`config.mk`:
```
export PLATFORM = sky130hd
export DESIGN_NAME = dday_set_ctrl
export DESIGN_NICKNAME = d
export VERILOG_FILES = /design/src/rtl/dcal_pkg.sv /design/src/rtl/days_in_month.sv /design/src/rtl/dday_set_ctrl.sv
export SDC_FILE = /design/constraint.sdc
export NUM_CORES = 1
export LEC_CHECK = 0
export ABC_AREA = 1
export CAP_MARGIN = 40
export CORE_AREA = 8 8 144 180
export CTS_CLUSTER_SIZE = 20
export DETAILED_ROUTE_END_ITERATION = 10
export DIE_AREA = 0 0 152 188
export GPL_ROUTABILITY_DRIVEN = 0
export PLACE_DENSITY = 0.58
export SLEW_MARGIN = 20
export SYNTH_ARGS = -nofsm -noshare
export SYNTH_HDL_FRONTEND = slang
export SYNTH_SLANG_ARGS = --single-unit
```
`constraint.sdc`:
```
create_clock -name clk -period 11.17 [get_ports clk]
set_clock_uncertainty 0.05 [all_clocks]
set_input_delay 1.6755 -clock clk [delete_from_list [all_inputs] [get_ports clk]]
set_output_delay 1.6755 -clock clk [all_outputs]
set_load 0.03 [all_outputs]
```
`src/rtl/dcal_pkg.sv`:
```
// dcal_pkg: shared calendar definitions for the D-day controller.
// Holds the packed date layout (year[22:9] month[8:5] day[4:0]), the legal
// year/month limits and the edit FSM state encoding.
package dcal_pkg;

    localparam int YEAR_W    = 14;
    localparam int MONTH_W   = 4;
    localparam int DAY_W     = 5;
    localparam int DATE_W    = YEAR_W + MONTH_W + DAY_W;
    localparam int DAY_LSB   = 0;
    localparam int MONTH_LSB = DAY_LSB + DAY_W;
    localparam int YEAR_LSB  = MONTH_LSB + MONTH_W;

    localparam logic [YEAR_W-1:0]  YEAR_MIN  = 14'd1;
    localparam logic [YEAR_W-1:0]  YEAR_MAX  = 14'd9999;
    localparam logic [MONTH_W-1:0] MONTH_MIN = 4'd1;
    localparam logic [MONTH_W-1:0] MONTH_MAX = 4'd12;

    typedef struct packed {
        logic [YEAR_W-1:0]  year;
        logic [MONTH_W-1:0] month;
        logic [DAY_W-1:0]   day;
    } date_t;

    // The encoding doubles as the field_sel output value.
    typedef enum logic [1:0] {
        IDLE     = 2'd0,
        ED_YEAR  = 2'd1,
        ED_MONTH = 2'd2,
        ED_DAY   = 2'd3
    } dstate_e;

endpackage

```
`src/rtl/days_in_month.sv`:
```
// days_in_month: combinational month length (28..31) for a given year and
// month using the Gregorian leap rule.
// Ports:
//   year_i  - calendar year
//   month_i - month 1..12 (out-of-range months report 31)
//   dim_o   - number of days in that month
module days_in_month
    import dcal_pkg::*;
(
    input  logic [YEAR_W-1:0]  year_i,
    input  logic [MONTH_W-1:0] month_i,
    output logic [DAY_W-1:0]   dim_o
);

    logic leap;

    always_comb begin
        leap = (year_i[1:0] == 2'b00) &&
               (((year_i % 14'd100) != 14'd0) || ((year_i % 14'd400) == 14'd0));
        case (month_i)
            4'd2:                      dim_o = leap ? 5'd29 : 5'd28;
            4'd4, 4'd6, 4'd9, 4'd11:   dim_o = 5'd30;
            default:                   dim_o = 5'd31;
        endcase
    end

endmodule

```
`src/rtl/dday_set_ctrl.sv`:
```
// dday_set_ctrl: button-driven editor for the D-day target date.
// btn_mode enters edit (year -> month -> day) and commits from the day field;
// btn_up/btn_dn step the selected field with wrap; btn_cancel or edit
// inactivity abandons the edit. set_date only changes on commit or reset.
// Output contract: set_load is high for exactly the one cycle in which
// set_date first shows a newly committed value; set_valid stays high after.
// Ports:
//   clk, rst                      - clock, synchronous active-high reset
//   btn_mode/up/dn/cancel         - one-cycle button pulses
//   now_date                      - current date, seed for the first edit
//   set_date / set_valid/set_load - committed target and its status
//   work_date / field_sel         - edit buffer and selected field (state)
module dday_set_ctrl
    import dcal_pkg::*;
#(
    parameter logic [31:0]       TIMEOUT_CYC = 32'd50_000_000,
    parameter logic [DATE_W-1:0] RST_DATE    = {14'd2000, 4'd1, 5'd1}
)(
    input  logic              clk,
    input  logic              rst,
    input  logic              btn_mode,
    input  logic              btn_up,
    input  logic              btn_dn,
    input  logic              btn_cancel,
    input  logic [DATE_W-1:0] now_date,
    output logic [DATE_W-1:0] set_date,
    output logic [DATE_W-1:0] work_date,
    output logic [1:0]        field_sel,
    output logic              set_valid,
    output logic              set_load
);

    dstate_e     state_q, state_d;
    date_t       work_q, work_d;
    date_t       set_q;
    logic        valid_q, load_q;
    logic [31:0] cnt_q, cnt_d;

    logic  in_edit, any_btn, timeout, abort, edit_en, step_up, step_dn;
    logic  enter, commit;
    date_t src, base;
    logic [DAY_W-1:0] dim, day_n;

    assign in_edit = (state_q != IDLE);
    assign any_btn = btn_mode | btn_up | btn_dn | btn_cancel;
    // A button in the expiry cycle counts as activity, so it wins over timeout.
    assign timeout = in_edit && !any_btn && (cnt_q == TIMEOUT_CYC - 32'd1);
    assign abort   = in_edit && (btn_cancel || timeout);
    assign edit_en = in_edit && !btn_cancel && !btn_mode;
    // up and dn together cancel each other out.
    assign step_up = btn_up & ~btn_dn;
    assign step_dn = btn_dn & ~btn_up;

    // FSM: state register
    always_ff @(posedge clk) begin
        if (rst) state_q <= IDLE;
        else     state_q <= state_d;
    end

    // FSM: next state
    always_comb begin
        state_d = state_q;
        case (state_q)
            IDLE:     if (btn_mode) state_d = ED_YEAR;
            ED_YEAR:  if (abort) state_d = IDLE; else if (btn_mode) state_d = ED_MONTH;
            ED_MONTH: if (abort) state_d = IDLE; else if (btn_mode) state_d = ED_DAY;
            ED_DAY:   if (abort || btn_mode) state_d = IDLE;
            default:  state_d = IDLE;
        endcase
    end

    // FSM: outputs
    always_comb begin
        field_sel = state_q;
        enter     = (state_q == IDLE) && btn_mode;
        commit    = (state_q == ED_DAY) && btn_mode && !btn_cancel;
    end

    // Edit datapath: year/month are resolved first, then a single month-length
    // lookup on the resulting year/month drives both day stepping and the clamp,
    // so a year or month change lands an in-range day in the same cycle.
    days_in_month u_dim (
        .year_i  (base.year),
        .month_i (base.month),
        .dim_o   (dim)
    );

    always_comb begin
        src  = valid_q ? set_q : date_t'(now_date);
        base = work_q;
        if (enter) begin
            base = src;
            if (src.year < YEAR_MIN)        base.year = YEAR_MIN;
            else if (src.year > YEAR_MAX)   base.year = YEAR_MAX;
            if (src.month < MONTH_MIN)      base.month = MONTH_MIN;
            else if (src.month > MONTH_MAX) base.month = MONTH_MAX;
        end else if (edit_en && state_q == ED_YEAR) begin
            if (step_up)      base.year = (work_q.year >= YEAR_MAX) ? YEAR_MIN : work_q.year + 1'b1;
            else if (step_dn) base.year = (work_q.year <= YEAR_MIN) ? YEAR_MAX : work_q.year - 1'b1;
        end else if (edit_en && state_q == ED_MONTH) begin
            if (step_up)      base.month = (work_q.month >= MONTH_MAX) ? MONTH_MIN : work_q.month + 1'b1;
            else if (step_dn) base.month = (work_q.month <= MONTH_MIN) ? MONTH_MAX : work_q.month - 1'b1;
        end

        day_n = base.day;
        if (edit_en && state_q == ED_DAY && step_up)
            day_n = (work_q.day >= dim) ? 5'd1 : work_q.day + 1'b1;
        else if (edit_en && state_q == ED_DAY && step_dn)
            day_n = (work_q.day <= 5'd1) ? dim : work_q.day - 1'b1;
        else if (base.day == 5'd0)
            day_n = 5'd1;
        else if (base.day > dim)
            day_n = dim;

        work_d = work_q;
        if (enter || edit_en)
            work_d = '{year: base.year, month: base.month, day: day_n};
    end

    // Inactivity counter is held at zero outside edit and on any button.
    always_comb begin
        if (!in_edit || any_btn || timeout) cnt_d = 32'd0;
        else                                cnt_d = cnt_q + 32'd1;
    end

    always_ff @(posedge clk) begin
        if (rst) begin
            work_q  <= date_t'(RST_DATE);
            set_q   <= date_t'(RST_DATE);
            valid_q <= 1'b0;
            load_q  <= 1'b0;
            cnt_q   <= 32'd0;
        end else begin
            work_q <= work_d;
            cnt_q  <= cnt_d;
            load_q <= commit;
            if (commit) begin
                set_q   <= work_q;
                valid_q <= 1'b1;
            end
        end
    end

    assign set_date  = set_q;
    assign work_date = work_q;
    assign set_valid = valid_q;
    assign set_load  = load_q;

endmodule

```
======== Word-level counts from Yosys, hierarchy flattened ========
Index checks and enable logic that the tools add are counted.
storage, ports and cells
  register bits ........................... 82
  input bits .............................. 29
  output and inout port bits .............. 50
  logic and storage cells ................. 116
operators by class
  add/subtract/negate cells ............... 7
  div/mod/pow operators ................... 2
  $lt $le $gt $ge ......................... 11
  equality and inequality tests ........... 13
  multiplexer cells ....................... 33
  bitwise gates (word level) .............. 7
  reductions and logical operators ........ 33
operators by type and width
  cell                     count
  $mux W14                 7
  $mux W5                  7
  $add A32 B1 Y32 const B  1
  $eq A32 B26 Y1 const B   1
  $mux W4                  8
  $mux W23                 1
  $mux W18                 1
  $add A14 B1 Y14 const B  1
  $ge A14 B14 Y1 const B   1
  $gt A14 B14 Y1 const B   1
  $le A14 B1 Y1 const B    1
  $logic_and A1 B1 Y1      14
  $logic_not A14 Y1        1
  $lt A14 B1 Y1 const B    1
  $mod A14 B7 Y14 const B  1
  $mod A14 B9 Y14 const B  1
  $reduce_bool A14 Y1      1
  $sub A14 B1 Y14 const B  1
  $mux W2                  6
  $pmux W5 S2              1
  $eq A4 B3 Y1 const B     2
  $eq A4 B4 Y1 const B     2
  $pmux W2 S4              1
  $logic_or A1 B1 Y1       6
  other kinds (27)         38

======== Longest topological paths before layout ========
  word-level depth ........................ 18
  gate-level depth with buffers ........... 69
  gate-level depth less buffers ........... 69

======== By module ========
From an unflattened synthesis, not the netlist that was laid out.
unflattened totals
  cell total of the unflattened synthesis .. 1234
  area, all modules ....................... 7309.5 um^2
by module, submodules not included
  module         instances  cells an instance  area each (um^2)  seq. area each (um^2)
  dday_set_ctrl  1          1000               6064.6            1641.6
  days_in_month  1          234                1244.9            0.0

======== Worst setup path before layout ========
Ideal clock, no wire load.
  kind .................................... input port to flip-flop
  start point ............................. input btn_mode
  end point ............................... register work_q, in the netlist work_date[0]
  library setup time ...................... 0.112 ns
  arrival ................................. 7.240 ns
  required time ........................... 11.008 ns
  setup slack ............................. 3.768 ns
  cell stages on the path ................. 58
  path buffers ............................ 1
  cell sequence ........................... nor3_2 -> nand2_2 -> inv_2 -> buf_2 -> nand3_1 -> nand2_1 -> nand2_1 -> nor2_1 -> nand2_2 -> nand2_4 -> nand3_1 -> inv_2 -> nand2_2 -> nand3_1 -> nand4_2 -> nand2_2 -> nand2_2 -> nand2_2 -> (+22 left out) -> nand3_2 -> nand2_2 -> a21oi_1 -> nor2_1 -> nand4_1 -> nand2_1 -> a21boi_0 -> ha_1 -> nand2_1 -> o211ai_1 -> nor3_1 -> nor2_1 -> a41oi_1 -> nand2_1 -> nand2_1 -> nand2_1 -> nand2_1 -> nand2_1
on the way
  cells in the longest elaborated chain, start to end .. 16
  elaborated cells on any way between the ends .. 38
  classes of those cells .................. div (2); order compare (2); eq/ne (5); mux (13); reduce/logical (16)
ends and longest elaborated chain
  item                                                      line                  source
  from (decl)                                               dday_set_ctrl.sv:21   input logic btn_mode,
  $logic_not A1 Y1                                          dday_set_ctrl.sv:49   assign edit_en = in_edit && !btn_cancel && !btn_mode;
  $logic_and A1 B1 Y1                                       dday_set_ctrl.sv:49
  $logic_and A1 B1 Y1                                       dday_set_ctrl.sv:97   end else if (edit_en && state_q == ED_YEAR) begin
  $mux W14                                                  dday_set_ctrl.sv:97
  $mux W18                                                  dday_set_ctrl.sv:91   if (enter) begin
  $mod A14 B7 Y14 or $mod A14 B9 Y14 (tied branches)        days_in_month.sv:19   (((year_i % 14'd100) != 14'd0) || ((year_i % 14'd400) == 14'd0));
  $reduce_bool A14 Y1 or $logic_not A14 Y1 (tied branches)  days_in_month.sv:19
  $logic_or A1 B1 Y1                                        days_in_month.sv:19
  $logic_and A1 B1 Y1                                       days_in_month.sv:18   leap = (year_i[1:0] == 2'b00) &&
  $mux W1                                                   days_in_month.sv:21   4'd2: dim_o = leap ? 5'd29 : 5'd28;
  $pmux W5 S2                                               days_in_month.sv:20   case (month_i)
  $gt A5 B5 Y1                                              dday_set_ctrl.sv:112  else if (base.day > dim)
  $mux W5                                                   dday_set_ctrl.sv:112
  $mux W5                                                   dday_set_ctrl.sv:110  else if (base.day == 5'd0)
  $mux W5                                                   dday_set_ctrl.sv:108  else if (edit_en && state_q == ED_DAY && step_dn)
  $mux W5                                                   dday_set_ctrl.sv:106  if (edit_en && state_q == ED_DAY && step_up)
  to (signal assigned)                                      dday_set_ctrl.sv:128  work_q <= date_t'(RST_DATE);
  to (signal assigned)                                      dday_set_ctrl.sv:134  work_q <= work_d;
  to (decl)                                                 dday_set_ctrl.sv:34   date_t work_q, work_d;
Parallel ways exist; a longest one is shown, timed or not.
A chain may end at the register's enable or synchronous reset.

======== Final worst setup path ========
  start point ............................. input btn_dn
  end point ............................... register work_q, in the netlist work_date[0]
on the way
  cells in the longest elaborated chain, start to end .. 16
  elaborated cells on any way between the ends .. 36
  classes of those cells .................. div (2); order compare (2); eq/ne (5); mux (16); bitwise (3); reduce/logical (8)
ends and longest elaborated chain
  item                                                      line                                      source
  from (decl)                                               dday_set_ctrl.sv:23                       input logic btn_dn,
  $and A1 B1 Y1 or $not A1 Y1 (tied branches)               dday_set_ctrl.sv:52, dday_set_ctrl.sv:51
  $mux W14 or $and A1 B1 Y1 (tied branches)                 dday_set_ctrl.sv:99, dday_set_ctrl.sv:51
  $mux W14                                                  dday_set_ctrl.sv:98                       if (step_up) base.year = (work_q.year >= YEAR_MAX) ? YEAR_MIN : work_q.year + 1'b1;
  $mux W14                                                  dday_set_ctrl.sv:97
  $mux W18                                                  dday_set_ctrl.sv:91
  $mod A14 B7 Y14 or $mod A14 B9 Y14 (tied branches)        days_in_month.sv:19
  $reduce_bool A14 Y1 or $logic_not A14 Y1 (tied branches)  days_in_month.sv:19
  $logic_or A1 B1 Y1                                        days_in_month.sv:19
  $logic_and A1 B1 Y1                                       days_in_month.sv:18
  $mux W1                                                   days_in_month.sv:21
  $pmux W5 S2                                               days_in_month.sv:20
  $gt A5 B5 Y1                                              dday_set_ctrl.sv:112
  $mux W5                                                   dday_set_ctrl.sv:112
  $mux W5                                                   dday_set_ctrl.sv:110
  $mux W5                                                   dday_set_ctrl.sv:108
  $mux W5 *                                                 dday_set_ctrl.sv:106
Mark *: on every way between the ends. The rest lies on a longest branch, timed or not.

==> metrics.md <==
| Metric | Value |
|---|---|
| Longest Clk Path Bufs | `2` |
| Die height | `188 um` |
| Layout cells sized above 1 | `9.891%` |
| Mean Syn Cell Area | `6.060 um^2` |
| Max-Cap Viols | `0` |
| Post-Route WL | `22080 um` |
| Vias | `7343` |
| ANT nets after route | `0` |
| FF+latch count, synth | `82` |
| IO Port Bufs | `78` |
| Netlist Area Pre-Place | `6793 um^2` |
| Clock-pin slew on the worst setup and hold paths | `70 ps` |
| Syn Inst Count | `1121` |
| Final worst setup slack | `2395 ps` |
| Achievable frequency | `114.0 MHz` |
| Final std cells w/o fill | `1485` |
| Primary FF master, synth | `dfxtp_1` |
| Max transition margin | `48.92%` |
| Net count, final | `1234` |
| Initial antenna violation count | `0` |
| Busiest grt layer | `met2` |
| RSZ-0062 raised after global routing | `false` |
| TritonRoute pass-1 iters | `5` |
| Met1 GRT Util | `17.09%` |
| Clk sink count | `82` |
| Max FO, Critical Path | `13` |
| Power density cells | `212.7 nW/um^2` |
| Asr flop ratio synth | `0%` |
| H-tree levels | `3` |
| Ranking of synthesized cells by area | `dfxtp_1 (24%), nand2_1 (16%), inv_1 (7.7%)` |
| Tightest Pin Transition | `761.5 ps` |
| Die W | `152 um` |
| Count leader, synth | `nand2_1` |
| Top cells by count, synth | `nand2_1 (282), inv_1 (140), nor2_1 (120), dfxtp_1 (82), nand3_1 (76)` |
| Tot GR Track Use | `15.13%` |
| Routing usage on met2 | `27.32%` |
| Setup Buffers After CTS | `0` |
| Post-synth top area share | `24.17%` |
| Post-synth EDFFs | `0` |
| Final setup viols | `0` |
| Ports | `79` |
| Setup TNS | `0 ps` |
| Post-detail-place hpwl | `17180 um` |
| WP data arrival | `8980 ps` |
| Final Util | `35.19%` |
| Initial Util | `29.21%` |
| Slowest stage cell, crit path | `clkdlybuf4s50_1` |
| First-pass GRT wire length | `35420 um` |
| Status | `complete, no violations` |
| Layout area overhead | `20.46%` |
| Synth unique cells | `51` |
| Crit end category | `flop` |
| Row count | `63` |
| Area leader, netlist | `dfxtp_1` |
| CP Data Required Time | `11370 ps` |
| Leakage Power | `3.529 nW` |
| Register area share after synthesis | `24.17%` |
| Vias in the first global route | `7002` |
| Die area | `28580 um^2` |
| Hold WC Path Type | `flop to flop` |
| Peak supply drop | `211.9 uV` |
| Final Max Slew Viols | `0` |
| CTS Buf Count | `9` |
| Worst Setup Start Kind | `input port` |
| Dpl ws | `2048 ps` |
| Crit path time final | `8775 ps` |
| Final Hold Viols | `0` |
| Syn Nets | `1167` |
| Routed WL per cell | `14.87 um` |
| Final period utilization | `78.56%` |
| Largest net degree at the start of global routing | `33` |
| CP delay by family, top | `simple AND/OR/NAND/NOR gates` |
| Most used cell, CP | `nand2_1` |
| Detail-routed via count per cell | `4.945` |
| GRT overflow | `0` |
| Worst skew pair latency | `350 ps` |
| CTS tree | `built` |
| Ys Warns | `0` |
| Core area | `23250 um^2` |
| Max incr delay on CP | `630 ps` |
| CTS Root Cell | `clkbuf_16` |
| Kind of critical path | `input port to flop` |
| DRC viols | `0` |
| CTS resizes | `0` |
| # diodes | `0` |
| Placed cell count | `1469` |
| CP Buf/Inv Count | `5` |
| Met3 Use GR | `2.672%` |
| Drt initial violations | `377` |
| CTS Hold Bufs | `0` |
## logic make-up (layout without fill, tap and decap cells)
kind of cell / count (synthesis) / count (layout) / synth area share (%)
compound gates: 184 / 184 / 15.53
simple gates: 632 / 632 / 43.78
xor+xnor: 18 / 18 / 2.321
fa+ha+maj: 17 / 17 / 3.131
buf+inv: 185 / 257 / 10.63
flops: 82 / 82 / 24.17
mux: 3 / 3 / 0.4421
## per-layer routing
metal,up-vias,share of wire [%]
met2,150,49
li1,3797,-
met5,-,0
met3,41,3.9
met1,3355,44
met4,0,3.2
## area by class of cell
cell class / instances / area [um^2]
fillers: 2551 / 15070
multi-input cells: 854 / 4429
flip-flops and latches: 82 / 1642
repair buffers: 84 / 845.8
inverters: 157 / 589.3
well taps: 292 / 365.4
clock buffers: 10 / 239.0
clock inverters: 6 / 72.57
## metrics by stage
stage	hold WS [ps]	power, mW	area, um^2
4_1_cts	412.9	1.748	8183
2_1_floorplan	367.6	1.213	6793
3_5_place_dp	399.1	1.423	7871
3_3_place_gp	387.0	1.418	7844
6_report	410.4	1.741	8183
5_1_grt	423.7	1.919	8183
## power by group
group,switching [mW],internal (mW)
clock network,0.137,0.182
logic,0.730,0.364
registers,0.0246,0.303
total,0.891,0.850
## cell usage in the layout (no fill, tap or decap), types with 15 or more instances in the layout
| master | n |
|---|---|
| nand2_1 | 282 |
| inv_1 | 140 |
| nor2_1 | 120 |
| dfxtp_1 | 82 |
| clkdlybuf4s50_1 | 78 |
| nand3_1 | 76 |
| o21ai_0 | 66 |
| a21oi_1 | 52 |
| nand2_2 | 35 |
| nor3_1 | 28 |
| nand4_1 | 25 |
| o211ai_1 | 17 |
| ha_1 | 17 |
| o21ai_1 | 15 |
## state kept, by name, indices dropped and copies added, names as in the netlist
register / count
set_valid: 1
cnt_q: 32
set_load: 1
field_sel: 2
set_date: 23
work_date: 23
## final timing paths
| path | slack (ps) | start | end | depth (start not counted) |
|---|---|---|---|---|
| min reg2reg | 410 | cnt_q[31] | cnt_q[31] | 2 |
| max reg2reg | 3670 | work_date[9] | work_date[0] | 62 |
| max | 2400 | btn_dn | work_date[0] | 61 |
| min | 410 | cnt_q[31] | cnt_q[31] | 2 |
## worst register-to-register path, delay by kind of cell, from the launching register on
| family | cells | cell delay, ps |
|---|---|---|
| and+or+nand+nor | 49 | 4890 |
| AOI/OAI and AO/OA | 5 | 810 |
| adders and majority gates | 3 | 760 |
| buffers and inverters | 5 | 530 |
| DFF | 1 | 380 |
Power figures use the tool's default switching activity.
